--- config.mk ---
export PLATFORM = sky130hd
export DESIGN_NAME = md_sched
export DESIGN_NICKNAME = d
export VERILOG_FILES = /design/src/rtl/md_pkg.sv /design/src/rtl/md_lat_counter.sv /design/src/rtl/md_sched.sv
export SDC_FILE = /design/constraint.sdc
export NUM_CORES = 1
export LEC_CHECK = 0
export ABC_AREA = 0
export BUFFER_PORTS_ARGS = -buffer_cell sky130_fd_sc_hd__buf_4
export CELL_PAD_IN_SITES_DETAIL_PLACEMENT = 0
export CELL_PAD_IN_SITES_GLOBAL_PLACEMENT = 2
export CORE_MARGIN = 1.5
export CORE_UTILIZATION = 24
export DETAILED_ROUTE_END_ITERATION = 10
export PLACE_DENSITY = 0.83
export SYNTH_ARGS = -nofsm -noshare
export SYNTH_HDL_FRONTEND = slang
export SYNTH_SLANG_ARGS = --single-unit
--- constraint.sdc ---
create_clock -name clk -period 3.8 [get_ports clk]
set_input_delay 0.76 -clock clk [delete_from_list [all_inputs] [get_ports clk]]
set_output_delay 0.76 -clock clk [all_outputs]
set_load 0.05 [all_outputs]
--- src/rtl/md_pkg.sv ---
// md_pkg: shared op-codes, default latencies and op-class helpers for the MD scheduler.
`default_nettype none
package md_pkg;

  localparam logic [3:0] OP_MULT  = 4'd0;
  localparam logic [3:0] OP_MULTU = 4'd1;
  localparam logic [3:0] OP_DIV   = 4'd2;
  localparam logic [3:0] OP_DIVU  = 4'd3;
  localparam logic [3:0] OP_MFHI  = 4'd4;
  localparam logic [3:0] OP_MFLO  = 4'd5;
  localparam logic [3:0] OP_MTHI  = 4'd6;
  localparam logic [3:0] OP_MTLO  = 4'd7;
  localparam logic [3:0] OP_NONE  = 4'd15;

  localparam int MULT_LAT_DEF = 5;
  localparam int DIV_LAT_DEF  = 10;

  typedef enum logic [0:0] {
    ST_IDLE = 1'b0,
    ST_RUN  = 1'b1
  } md_state_e;

  // Ops that occupy the unit for a multi-cycle computation.
  function automatic logic is_muldiv(input logic [3:0] op);
    return (op <= OP_DIVU);
  endfunction

  // Any op touching HI/LO, including the single-cycle moves.
  function automatic logic is_md(input logic [3:0] op);
    return (op <= OP_MTLO);
  endfunction

endpackage
`default_nettype wire

--- src/rtl/md_lat_counter.sv ---
// md_lat_counter: loadable down-counter with a last-cycle flag (count==1).
`default_nettype none
module md_lat_counter #(
  parameter int CNT_W = 4
) (
  input  logic             clk,
  input  logic             rst_n,
  input  logic             load_i,
  input  logic [CNT_W-1:0] load_val_i,
  input  logic             cnt_en_i,
  output logic [CNT_W-1:0] count_o,
  output logic             last_o
);

  logic [CNT_W-1:0] count_q;
  logic [CNT_W-1:0] count_d;

  always_comb begin
    count_d = count_q;
    if (load_i)
      count_d = load_val_i;
    else if (cnt_en_i && (count_q != '0))
      count_d = count_q - 1'b1;
  end

  always_ff @(posedge clk or negedge rst_n) begin
    if (!rst_n)
      count_q <= '0;
    else
      count_q <= count_d;
  end

  assign count_o = count_q;
  assign last_o  = (count_q == CNT_W'(1));

endmodule
`default_nettype wire

--- src/rtl/md_sched.sv ---
// md_sched: sequences the shared HI/LO mult/div unit: start pulse, busy timing, D-stage stall.
`default_nettype none
module md_sched
  import md_pkg::*;
#(
  parameter int MULT_LAT = MULT_LAT_DEF,
  parameter int DIV_LAT  = DIV_LAT_DEF,
  parameter int CNT_W    = 4
) (
  input  logic             clk,
  input  logic             reset,
  input  logic [3:0]       d_md_op,
  input  logic             e_valid,
  input  logic [3:0]       e_md_op,
  output logic             md_start,
  output logic [3:0]       md_ctrl,
  output logic             md_busy,
  output logic             commit,
  output logic             stall_d,
  output logic [CNT_W-1:0] cycles_left,
  output logic             proto_err
);

  md_state_e        state_q;
  logic             proto_err_q;
  logic [CNT_W-1:0] lat_val;
  logic [CNT_W-1:0] cnt;
  logic             cnt_last;
  logic             running;

  assign running  = (state_q == ST_RUN);
  assign md_start = !running && e_valid && is_muldiv(e_md_op);
  assign md_ctrl  = e_valid ? e_md_op : OP_NONE;

  // Bit 1 separates div/divu (2,3) from mult/multu (0,1) once is_muldiv holds.
  assign lat_val = e_md_op[1] ? CNT_W'(DIV_LAT) : CNT_W'(MULT_LAT);

  md_lat_counter #(
    .CNT_W(CNT_W)
  ) u_cnt (
    .clk       (clk),
    .rst_n     (reset),
    .load_i    (md_start),
    .load_val_i(lat_val),
    .cnt_en_i  (running),
    .count_o   (cnt),
    .last_o    (cnt_last)
  );

  always_ff @(posedge clk or negedge reset) begin
    if (!reset) begin
      state_q     <= ST_IDLE;
      proto_err_q <= 1'b0;
    end else begin
      case (state_q)
        ST_IDLE: if (md_start) state_q <= ST_RUN;
        ST_RUN:  if (cnt_last) state_q <= ST_IDLE;
        default: state_q <= ST_IDLE;
      endcase
      if (running && e_valid && is_md(e_md_op))
        proto_err_q <= 1'b1;
    end
  end

  assign md_busy     = running;
  assign commit      = running && cnt_last;
  assign stall_d     = is_md(d_md_op) && (md_start || running);
  assign cycles_left = cnt;
  assign proto_err   = proto_err_q;

endmodule
`default_nettype wire

==> results_dict.tcl <==
set metrics [dict create \
    run_status "finished clean" \
    synth_seq_cells 6 \
    dieWidth_um 44.35 \
    dr_total_vias 368 \
    hold_viol_final 0 \
    syn_nets 55 \
    cts.htree.levels 1 \
    ys_warn_count 0 \
    netlist.top_cell.by_area "dfrtp_1" \
    grt_overflow 0 \
    first_global_vias 349 \
    yosys.area_share.simple_pct 26.83 \
    tightest_slew_ps 532.6 \
    synth.most_common_cell "dfrtp_1" \
    synth_edf_count 0 \
    drtAntennaViolNets 0 \
    multi_input_area_um2 234.0 \
    grt_usage_pct 12.00 \
    grt_pass1_wl_um 1628 \
    drc 0 \
    drive_above_1_share_pct 41.27 \
    seq_area_um2 150.1 \
    final_cells 79 \
    dieArea_um2 1967 \
    asyncSetResetFlopFracSynth_pct 100.0 \
    nets 79 \
    finClkSkew_ps 5.054 \
    ys_types 22 \
    setup_violations 0 \
    dp.cells 76 \
    synthMuxAreaShare_pct 5.488 \
    reg2reg_slack_ps 2190 \
    first_pass_iters 6 \
    pin_count 24 \
    fin_crit_sh_pct 67.37 \
    fillers 157 \
    clk_latency_ps 240 \
    start_util_pct 26.32 \
    syn_to_final_growth_pct 44.21 \
    synthAdderAreaFrac_pct 9.146 \
    root_buffer "clkbuf_4" \
    routed_via_density 4.658 \
    synthFlopType "dfrtp_1" \
    synth_commonest_cells "6 x dfrtp_1, 4 x inv_1, 4 x nand2b_1, 4 x nor2_1" \
    required_ps 3040 \
    fp-row-count 14 \
    drv_slew 0 \
    fin_util_pct 37.96 \
    leakage_nw 0.2841 \
    min_period_ps 2560 \
    powerDensity_nw_per_um2 869.2 \
    post_cts_buffers 0 \
    rsz0062_at_grt "no" \
    synth_top_family_by_area "simple AND/OR/NAND/NOR gates" \
    critical_path_arrival_ps 1800 \
    coreArea_um2 1559 \
    synth_top_area_share_pct 36.59 \
    worstSetupStartpointType "input port" \
    syn-mean-instance-area_um2 10.01 \
    die_h_um 44.35 \
    synth_area_um2 410.4 \
    ir_drop_v 0.0003136 \
    wire_per_inst_um 12.10 \
    cp_max_fo 9 \
    routed_wl_um 956 \
    cts_sinks 6 \
    clk_pin_slew_worst_paths_ps 50 \
    tns_ps 0 \
    fmax_mhz 390.6 \
    cap_violations 0 \
    hpwl_um 763.1 \
    yosysSeqAreaShare_pct 36.59 \
    cts_resized 0 \
    antenna_found_initial 0 \
    cts_inserted_buffers 3 \
    critPathKind "in -> out" \
    drt_iter0_drc 5 \
    antenna_cells 0 \
    synth_area_leaders "dfrtp_1 37%, ha_1 9.1%, nand2b_1 6.1%, nor4b_4 5.8%, a21oi_1 3.7%" \
    clock_path_buffers 2 \
    slew_headroom_pct 64.34 \
    cts_tree "built" \
    cts_hold_buf 0 \
    grt_max_degree 10 \
    endpoint_kind "output port" \
    synth-xor-area-share_pct 0 \
    synth_compound_area_share_pct 15.55 \
    netlist_instances 41 \
    gp_congestion 0.7162 \
    min_path_type "in -> async" \
    port_buffers 20 \
]
==> flip-flops by register name, indices dropped and copies added, names as in the netlist <==
signal         cells
proto_err          1
md_busy            1
u_cnt.count_o      4
==> cells in the final DEF (no fill, tap or decap), types with 2 or more instances in the layout <==
cell type / instances
nand2b_1: 4
dfrtp_1: 6
buf_4: 20
ha_1: 3
clkbuf_4: 3
nand2_1: 2
nor2_1: 4
a21oi_1: 3
inv_1: 4
==> final timing paths <==
check | cells after the start | start | end
worst max-delay path | 5 | e_md_op[2] | stall_d
worst min-delay path | 1 | reset | u_cnt.count_o[0]$_DFFE_PN0P_
worst max register to register | 5 | u_cnt.count_o[0]$_DFFE_PN0P_ | u_cnt.count_o[0]$_DFFE_PN0P_
worst min register to register | 1 | proto_err$_DFFE_PN0P_ | proto_err$_DFFE_PN0P_
max in group asynchronous | 1 | reset | proto_err$_DFFE_PN0P_
min in group clk | 1 | proto_err$_DFFE_PN0P_ | proto_err$_DFFE_PN0P_
==> stage by stage <==
step	hold slack, ps	cell area, um2	setup slack (ps)	total power (W)
global route	309.0	591.8	1120	0.0005589
CTS	309.4	591.8	1227	0.0005218
floorplan	464.4	410.4	694.6	0.0003744
finish	311.9	591.8	1240	0.0005144
global placement	463.5	569.3	1228	0.0004585
detailed placement	464.5	569.3	1233	0.0004589
==> final cells by class <==
| class | count | area share [%] |
|---|---|---|
| Inverter | 4 | 2.537 |
| Sequential cell | 6 | 25.37 |
| Clock buffer | 3 | 3.805 |
| Timing Repair Buffer | 20 | 25.37 |
| Multi-Input combinational cell | 30 | 39.53 |
| Tap cell | 16 | 3.383 |
==> critical path, stage by stage <==
cell     delay, ps
buf_4          120
nor4b_4        530
nor2_1          70
nor2_1         110
buf_4          210
==> report_power, final <==
part	switching (W)	internal, W	total, W
clock	0.0000230	0.0000357	0.0000587
combinational	0.000205	0.000113	0.000318
sequential	0.0000451	0.0000926	0.000138
==> cell families after synthesis <==
group                      Yosys count
and+or+nand+nor                     16
AOI/OAI and AO/OA                    9
DFF                                  6
buffers and inverters                5
adders and majority gates            3
muxes                                2
==> layer usage <==
layer,share of wire [%],vias up,track usage [%]
met5,0,-,0
met4,0,0,1.818
met3,5.3,0,7.347
met2,47,8,16.47
met1,47,168,16.33
li1,-,192,-
No activity file was read; power rests on OpenSTA's default activity.
